**src/rtl/cache_port_arbiter_if.sv**
```systemverilog
// Bus bundle between the fetch/data requesters, the arbiter and the cache controller.
// master = arbiter view, slave = requester/controller (environment) view.
interface cache_port_arbiter_if;
    logic        i_rd;
    logic [15:0] i_addr;
    logic        i_done;
    logic [15:0] i_data_out;
    logic        i_hit;

    logic        d_rd;
    logic        d_wr;
    logic [15:0] d_addr;
    logic [15:0] d_data_in;
    logic        d_done;
    logic [15:0] d_data_out;
    logic        d_hit;

    logic [15:0] c_addr;
    logic [15:0] c_data_in;
    logic        c_rd;
    logic        c_wr;
    logic [15:0] c_data_out;
    logic        c_done;
    logic        c_hit;
    logic        c_err;

    logic        err;
    logic        owner;
    logic        busy;

    modport master (
        input  i_rd, i_addr,
        output i_done, i_data_out, i_hit,
        input  d_rd, d_wr, d_addr, d_data_in,
        output d_done, d_data_out, d_hit,
        output c_addr, c_data_in, c_rd, c_wr,
        input  c_data_out, c_done, c_hit, c_err,
        output err, owner, busy
    );

    modport slave (
        output i_rd, i_addr,
        input  i_done, i_data_out, i_hit,
        output d_rd, d_wr, d_addr, d_data_in,
        input  d_done, d_data_out, d_hit,
        input  c_addr, c_data_in, c_rd, c_wr,
        output c_data_out, c_done, c_hit, c_err,
        input  err, owner, busy
    );
endinterface

```
**src/rtl/cache_port_arbiter.sv**
```systemverilog
// Arbitrates the single cache controller between the fetch port (read-only)
// and the data port (read/write).
// Ports: clk, rst_n (sync active-low), bus (master modport: fetch req/resp,
// data req/resp, controller strobes/result, err/owner/busy status).
module cache_port_arbiter #(
    parameter int STARVE_LIMIT = 4,
    parameter int TIMEOUT      = 255
) (
    input  logic                 clk,
    input  logic                 rst_n,
    cache_port_arbiter_if.master bus
);

    typedef enum logic [1:0] {
        S_IDLE,
        S_BUSY,
        S_TURN
    } state_t;

    state_t      r_state;
    state_t      w_next;

    logic [3:0]  r_starve;
    logic [7:0]  r_tmo;
    logic [15:0] r_addr;
    logic [15:0] r_wdata;
    logic        r_op_rd;
    logic        r_op_wr;
    logic        r_owner;

    logic        r_i_done;
    logic [15:0] r_i_data;
    logic        r_i_hit;
    logic        r_d_done;
    logic [15:0] r_d_data;
    logic        r_d_hit;
    logic        r_err;

    logic        w_idle;
    logic        w_busy;
    logic        w_d_req;
    logic        w_perr;
    logic        w_force_i;
    logic        w_grant_d;
    logic        w_grant_i;
    logic        w_tmo_hit;
    logic        w_fin_ok;
    logic        w_fin_bad;

    assign w_idle    = (r_state == S_IDLE);
    assign w_busy    = (r_state == S_BUSY);
    assign w_d_req   = bus.d_rd ^ bus.d_wr;
    assign w_perr    = w_idle && bus.d_rd && bus.d_wr;
    // Fetch overrides data once it has lost STARVE_LIMIT grants in a row.
    assign w_force_i = bus.i_rd && (r_starve == 4'(STARVE_LIMIT));
    assign w_grant_d = w_idle && w_d_req && !w_force_i;
    assign w_grant_i = w_idle && bus.i_rd && !w_grant_d;
    // Counter holds the number of BUSY cycles already completed.
    assign w_tmo_hit = w_busy && (r_tmo == 8'(TIMEOUT - 1));
    assign w_fin_ok  = w_busy && bus.c_done;
    assign w_fin_bad = w_busy && !bus.c_done && (bus.c_err || w_tmo_hit);

    always_ff @(posedge clk) begin
        if (!rst_n) begin
            r_state <= S_IDLE;
        end else begin
            r_state <= w_next;
        end
    end

    always_comb begin
        w_next = r_state;
        unique case (r_state)
            S_IDLE:  if (w_grant_i || w_grant_d) w_next = S_BUSY;
            S_BUSY:  if (w_fin_ok || w_fin_bad) w_next = S_TURN;
            S_TURN:  w_next = S_IDLE;
            default: w_next = S_IDLE;
        endcase
    end

    always_comb begin
        bus.busy       = w_busy;
        bus.owner      = r_owner;
        bus.c_addr     = r_addr;
        bus.c_data_in  = r_wdata;
        bus.c_rd       = w_busy && r_op_rd;
        bus.c_wr       = w_busy && r_op_wr;
        bus.i_done     = r_i_done;
        bus.i_data_out = r_i_data;
        bus.i_hit      = r_i_hit;
        bus.d_done     = r_d_done;
        bus.d_data_out = r_d_data;
        bus.d_hit      = r_d_hit;
        bus.err        = r_err;
    end

    always_ff @(posedge clk) begin
        if (!rst_n) begin
            r_starve <= '0;
            r_tmo    <= '0;
            r_addr   <= '0;
            r_wdata  <= '0;
            r_op_rd  <= 1'b0;
            r_op_wr  <= 1'b0;
            r_owner  <= 1'b0;
            r_i_done <= 1'b0;
            r_i_data <= '0;
            r_i_hit  <= 1'b0;
            r_d_done <= 1'b0;
            r_d_data <= '0;
            r_d_hit  <= 1'b0;
            r_err    <= 1'b0;
        end else begin
            r_i_done <= 1'b0;
            r_d_done <= 1'b0;
            r_err    <= w_perr;

            if (w_grant_d) begin
                r_addr  <= bus.d_addr;
                r_wdata <= bus.d_data_in;
                r_op_rd <= bus.d_rd;
                r_op_wr <= bus.d_wr;
                r_owner <= 1'b1;
                if (!bus.i_rd) begin
                    r_starve <= '0;
                end else if (r_starve != 4'(STARVE_LIMIT)) begin
                    r_starve <= r_starve + 4'd1;
                end
            end else if (w_grant_i) begin
                r_addr   <= bus.i_addr;
                r_wdata  <= '0;
                r_op_rd  <= 1'b1;
                r_op_wr  <= 1'b0;
                r_owner  <= 1'b0;
                r_starve <= '0;
            end

            if (w_busy) begin
                r_tmo <= r_tmo + 8'd1;
            end else begin
                r_tmo <= '0;
            end

            if (w_fin_ok) begin
                if (r_owner) begin
                    r_d_done <= 1'b1;
                    r_d_data <= bus.c_data_out;
                    r_d_hit  <= bus.c_hit;
                end else begin
                    r_i_done <= 1'b1;
                    r_i_data <= bus.c_data_out;
                    r_i_hit  <= bus.c_hit;
                end
            end else if (w_fin_bad) begin
                // Abort: owner still gets a done so it can drop its request.
                r_err <= 1'b1;
                if (r_owner) begin
                    r_d_done <= 1'b1;
                    r_d_data <= '0;
                    r_d_hit  <= 1'b0;
                end else begin
                    r_i_done <= 1'b1;
                    r_i_data <= '0;
                    r_i_hit  <= 1'b0;
                end
            end
        end
    end

endmodule
```
**src/flat_wrapper.sv**
```systemverilog
// flat-port wrapper written by rule: the top's interface ports become plain ports
module cache_port_arbiter_flat 
#(
    parameter int STARVE_LIMIT = 4,
    parameter int TIMEOUT      = 255
)
  (clk, rst_n, bus_i_rd, bus_i_addr, bus_i_done, bus_i_data_out, bus_i_hit, bus_d_rd, bus_d_wr, bus_d_addr, bus_d_data_in, bus_d_done, bus_d_data_out, bus_d_hit, bus_c_addr, bus_c_data_in, bus_c_rd, bus_c_wr, bus_c_data_out, bus_c_done, bus_c_hit, bus_c_err, bus_err, bus_owner, bus_busy);
  cache_port_arbiter_if bus_i ();
  input  logic clk;
  input  logic rst_n;
  input wire logic [$bits(bus_i.i_rd)-1:0] bus_i_rd;
  input wire logic [$bits(bus_i.i_addr)-1:0] bus_i_addr;
  output wire logic [$bits(bus_i.i_done)-1:0] bus_i_done;
  output wire logic [$bits(bus_i.i_data_out)-1:0] bus_i_data_out;
  output wire logic [$bits(bus_i.i_hit)-1:0] bus_i_hit;
  input wire logic [$bits(bus_i.d_rd)-1:0] bus_d_rd;
  input wire logic [$bits(bus_i.d_wr)-1:0] bus_d_wr;
  input wire logic [$bits(bus_i.d_addr)-1:0] bus_d_addr;
  input wire logic [$bits(bus_i.d_data_in)-1:0] bus_d_data_in;
  output wire logic [$bits(bus_i.d_done)-1:0] bus_d_done;
  output wire logic [$bits(bus_i.d_data_out)-1:0] bus_d_data_out;
  output wire logic [$bits(bus_i.d_hit)-1:0] bus_d_hit;
  output wire logic [$bits(bus_i.c_addr)-1:0] bus_c_addr;
  output wire logic [$bits(bus_i.c_data_in)-1:0] bus_c_data_in;
  output wire logic [$bits(bus_i.c_rd)-1:0] bus_c_rd;
  output wire logic [$bits(bus_i.c_wr)-1:0] bus_c_wr;
  input wire logic [$bits(bus_i.c_data_out)-1:0] bus_c_data_out;
  input wire logic [$bits(bus_i.c_done)-1:0] bus_c_done;
  input wire logic [$bits(bus_i.c_hit)-1:0] bus_c_hit;
  input wire logic [$bits(bus_i.c_err)-1:0] bus_c_err;
  output wire logic [$bits(bus_i.err)-1:0] bus_err;
  output wire logic [$bits(bus_i.owner)-1:0] bus_owner;
  output wire logic [$bits(bus_i.busy)-1:0] bus_busy;
  assign bus_i.i_rd = bus_i_rd;
  assign bus_i.i_addr = bus_i_addr;
  assign bus_i_done = bus_i.i_done;
  assign bus_i_data_out = bus_i.i_data_out;
  assign bus_i_hit = bus_i.i_hit;
  assign bus_i.d_rd = bus_d_rd;
  assign bus_i.d_wr = bus_d_wr;
  assign bus_i.d_addr = bus_d_addr;
  assign bus_i.d_data_in = bus_d_data_in;
  assign bus_d_done = bus_i.d_done;
  assign bus_d_data_out = bus_i.d_data_out;
  assign bus_d_hit = bus_i.d_hit;
  assign bus_c_addr = bus_i.c_addr;
  assign bus_c_data_in = bus_i.c_data_in;
  assign bus_c_rd = bus_i.c_rd;
  assign bus_c_wr = bus_i.c_wr;
  assign bus_i.c_data_out = bus_c_data_out;
  assign bus_i.c_done = bus_c_done;
  assign bus_i.c_hit = bus_c_hit;
  assign bus_i.c_err = bus_c_err;
  assign bus_err = bus_i.err;
  assign bus_owner = bus_i.owner;
  assign bus_busy = bus_i.busy;
  cache_port_arbiter #(.STARVE_LIMIT(STARVE_LIMIT), .TIMEOUT(TIMEOUT)) u_core (.clk(clk), .rst_n(rst_n), .bus(bus_i));
endmodule
```
**config.mk**
```make
export PLATFORM = sky130hd
export DESIGN_NAME = cache_port_arbiter_flat
export DESIGN_NICKNAME = d
export VERILOG_FILES = /design/src/rtl/cache_port_arbiter_if.sv /design/src/rtl/cache_port_arbiter.sv /design/src/flat_wrapper.sv
export SDC_FILE = /design/constraint.sdc
export NUM_CORES = 1
export LEC_CHECK = 0
export CORE_AREA = 2 2 93 95
export CTS_CLUSTER_SIZE = 30
export DETAILED_ROUTE_END_ITERATION = 8
export DIE_AREA = 0 0 95 97
export GPL_TIMING_DRIVEN = 0
export PLACE_DENSITY = 0.9
export SYNTH_ARGS = -nofsm -noshare
export SYNTH_HDL_FRONTEND = slang
export SYNTH_SLANG_ARGS = --single-unit
```
**constraint.sdc**
```tcl
create_clock -name clk -period 4.15 [get_ports clk]
set_input_delay 0.83 -clock clk [delete_from_list [all_inputs] [get_ports clk]]
set_output_delay 0.83 -clock clk [all_outputs]
set_load 0.05 [all_outputs]
```
==> metrics.cfg <==
[logic_synthesis]
synth-warning-count = 0
most_common_library_cells_after_synthesis = sky130_fd_sc_hd__dfxtp_1, sky130_fd_sc_hd__nor2_1, sky130_fd_sc_hd__a21oi_1
combinational_family_with_the_most_area_after_synthesis = simple AND/OR/NAND/NOR gates
synth.largest_area_cell = sky130_fd_sc_hd__dfxtp_1
synth.top_cells.by_area = sky130_fd_sc_hd__dfxtp_1, sky130_fd_sc_hd__a21oi_1, sky130_fd_sc_hd__nand3_1
post_synth_xor_area_fraction_pct = 1.965
number_of_storage_elements_in_the_synthesis_netlist = 86
asyncSetResetFlopFracSynth_pct = 0
netlist_area_sq_um = 3566
syn_avg_cell_area_sq_um = 8.697
post_synthesis_mux_area_share_pct = 4.772
postSynth.topFlopCell = sky130_fd_sc_hd__dfxtp_1
synth_top_area_share_pct = 48.28
syn_nets = 486
seq_area_frac_synth_pct = 48.28
yosysMostFrequentCell = sky130_fd_sc_hd__dfxtp_1
synth-compound-area-share_pct = 16.32
synth-simple-area-share_pct = 21.65
post_synth_fa_ha_maj_area_fraction_pct = 1.404
netlist_instances = 410
cell_variety_after_synth = 42
synth_enable_flop_cells = 0

[cts]
cts_max_path_buffers = 2
clock_tree.root_cell = sky130_fd_sc_hd__clkbuf_8
number_of_hold_repair_buffers_added_at_the_cts_stage = 0
worstSkewPairLatency_ns = 0.36
cts.sink_count = 86
cts_made_buffers = 9
clock_transition_at_path_regs_ns = 0.08
post-cts-setup-buffer-count = 0
h-tree-depth = 3
cts.repair.resized = 0
tritoncts = built

[route]
antenna_violating_nets_left = 0
detail_route.iter0.violations = 199
drt_pass1_iterations = 4
routed_wirelength_microns = 10400
wire_per_inst_microns = 15.43
drc = 0
post_drt_via_cell_ratio = 5.371
vias = 3620

[finish]
area_growth_syn_to_layout_pct = 49.68
diodes = 0
n_fill_cell = 643
layout.cells.non_filler = 674
nets = 640
drive_above_1_share_pct = 7.557
utilization_pct = 65.62

[min_path]
hold_path_class = register to register
holdPathStages = 2

[timing]
totalNegativeSetupSlack_ns = 0
fin_ws_ns = 1.250
finClkSkew_ns = 0.01814
layout_min_cycle_time_ns = 2.900
number_of_setup_violations_in_the_final_report = 0
timing.final.crit_share_pct = 69.89
slew-limit-headroom_pct = 64.15
grt_setup_unrepaired = false
tightest_slew_ns = 0.5361
max_clock_freq_mhz = 344.8
finalHoldViolations = 0
timing.final.max_slew_violations = 0
holdWs_ns = 0.4695

[power]
cellLeakagePower_nw = 1.990
power_frac_comb_pct = 27.6
power_frac_clock_pct = 29.1
int_power_w = 0.001399
power.switching_fraction_pct = 33.48
vdd.ir_drop.worst_mv = 0.2486
switchingPower_w = 0.0007044
power.share.sequential_pct = 43.3
power_density_nw_per_um2 = 394.2

[placed_design]
number_of_buffer_cells_added_on_primary_ports = 143
routabilityCongestion = 0.8528
place_inst = 658
dp.final_hpwl_microns = 7895
place_worst_setup_slack_ns = 1.470

[status]
outcome = complete, no violations

[die]
initial_core_util_pct = 43.84
die-area_sq_um = 9215
die_height_microns = 97
core.rowCount = 33
die_width_microns = 95
boundaryPins = 145
core-area_sq_um = 8134

[setup_path]
path_max_fanout = 8
crit_chain = nor2b_1, clkbuf_2, and2_1, clkdlybuf4s50_1
critPathLaunchType = register
arrival_time_at_the_worst_endpoint_ns = 2.07
crit_path_top_delay_cell = sky130_fd_sc_hd__clkdlybuf4s50_1
max_stage_delay_ns = 0.80
critical_path_required_ns = 3.32
critical_path.endpoint_type = output pin
timing.setup.critical_path_class = register to output pin
timing.reg2reg.worst_path_depth = 7

[grt]
grt_pass1_wl_microns = 16730
via_count_of_the_first_global_routing_pass = 3608
grt_start_max_net_pins = 16
antenna_found_initial = 0
grt_overflow_total = 0
overall_fraction_of_global_route_tracks_in_use_pct = 22.76

[run]
timing.max_cap.violations = 0

layout by cell type, fill, tap and decap left out, types with 2 or more instances in the layout:
cell,n
sky130_fd_sc_hd__clkdlybuf4s50_1,143
sky130_fd_sc_hd__dfxtp_1,86
sky130_fd_sc_hd__nor2_1,45
sky130_fd_sc_hd__a21oi_1,39
sky130_fd_sc_hd__nand3_1,38
sky130_fd_sc_hd__nand2_1,37
sky130_fd_sc_hd__o21ai_0,37
sky130_fd_sc_hd__mux2i_1,17
sky130_fd_sc_hd__a311oi_1,16
sky130_fd_sc_hd__clkbuf_1,15
sky130_fd_sc_hd__and2_1,13
sky130_fd_sc_hd__clkbuf_8,10
sky130_fd_sc_hd__and2_0,9
sky130_fd_sc_hd__buf_2,8
sky130_fd_sc_hd__xor2_1,6
sky130_fd_sc_hd__inv_1,4
sky130_fd_sc_hd__buf_6,4
sky130_fd_sc_hd__buf_4,4
sky130_fd_sc_hd__ha_1,4
sky130_fd_sc_hd__clkinv_4,3
sky130_fd_sc_hd__clkbuf_2,2
sky130_fd_sc_hd__xnor2_1,2
sky130_fd_sc_hd__nand4_1,2
sky130_fd_sc_hd__clkinvlp_4,2
through the flow:
| step | cell area, sq um | total power (W) |
|---|---|---|
| 3_5_place_dp | 5129 | 0.001509 |
| 2_1_floorplan | 3566 | 0.001281 |
| 3_3_place_gp | 5129 | 0.001493 |
| 5_1_grt | 5338 | 0.002187 |
| 6_report | 5338 | 0.002104 |
| 4_1_cts | 5338 | 0.002114 |
path summary, 6_finish.rpt:
| path | start | endpoint | slack (ns) |
|---|---|---|---|
| worst min register to register | u_core.r_op_rd$_SDFFE_PN0P_ | u_core.r_op_rd$_SDFFE_PN0P_ | 0.47 |
| worst max-delay path | u_core.r_state[0]$_SDFFE_PN0P_ | bus_c_wr | 1.25 |
| worst max register to register | u_core.r_tmo[0]$_SDFF_PN0_ | u_core.r_state[0]$_SDFFE_PN0P_ | 2.21 |
| worst min-delay path | u_core.r_op_rd$_SDFFE_PN0P_ | u_core.r_op_rd$_SDFFE_PN0P_ | 0.47 |
power by group through the flow:
stage	Sequential [W]	Clock, W	Combinational [W]
floorplan	0.00109	0	0.000190
global placement	0.000927	0	0.000566
detailed placement	0.000930	0	0.000579
CTS	0.000911	0.000621	0.000582
global route	0.000918	0.000653	0.000617
finish	0.000911	0.000612	0.000580
registers in the layout, summed over array words and instances, names as in the netlist:
name,flops
u_core.bus.err,1
u_core.bus.owner,1
u_core.bus.i_data_out,16
u_core.bus.d_done,1
u_core.r_tmo,8
u_core.r_state,2
u_core.bus.c_addr,16
u_core.bus.i_done,1
u_core.r_op_wr,1
u_core.bus.c_data_in,16
u_core.bus.i_hit,1
u_core.bus.d_data_out,16
u_core.bus.d_hit,1
u_core.r_op_rd,1
u_core.r_starve,4
critical path: cells and delay by family, from the launching register on:
kind | cells | cell delay, ns
buffers and inverters | 2 | 1.00
DFF | 1 | 0.42
and+or+nand+nor | 2 | 0.30
metal layers:
layer	up-vias	track usage [%]	part of all wire [%]
met5	-	0	0
met2	136	38.41	50
met1	1727	26.85	40
met3	32	5.685	6.7
met4	0	10.14	3.1
li1	1725	-	-
layout make-up:
cell class                 instances  area, sq um  share of cell area [%]
timing repair buffer             143         1431                   26.82
multi-input combinational        286         1644                   30.80
inverter                           5        18.77                  0.3516
sequential                        86         1722                   32.26
clock inverter                     6        71.32                   1.336
tap                              105        131.4                   2.461
clock buffer                      10        137.6                   2.579
buffer                            33        181.4                   3.399
cells by family after synthesis:
group / after synthesis
AND/OR/NAND/NOR: 159
AO/OA/AOI/OAI: 98
flip-flops: 86
buffers and inverters: 38
multiplexers: 17
XOR/XNOR: 8
adder cells (fa/ha/maj): 4
(Power assumes the default switching activity.)
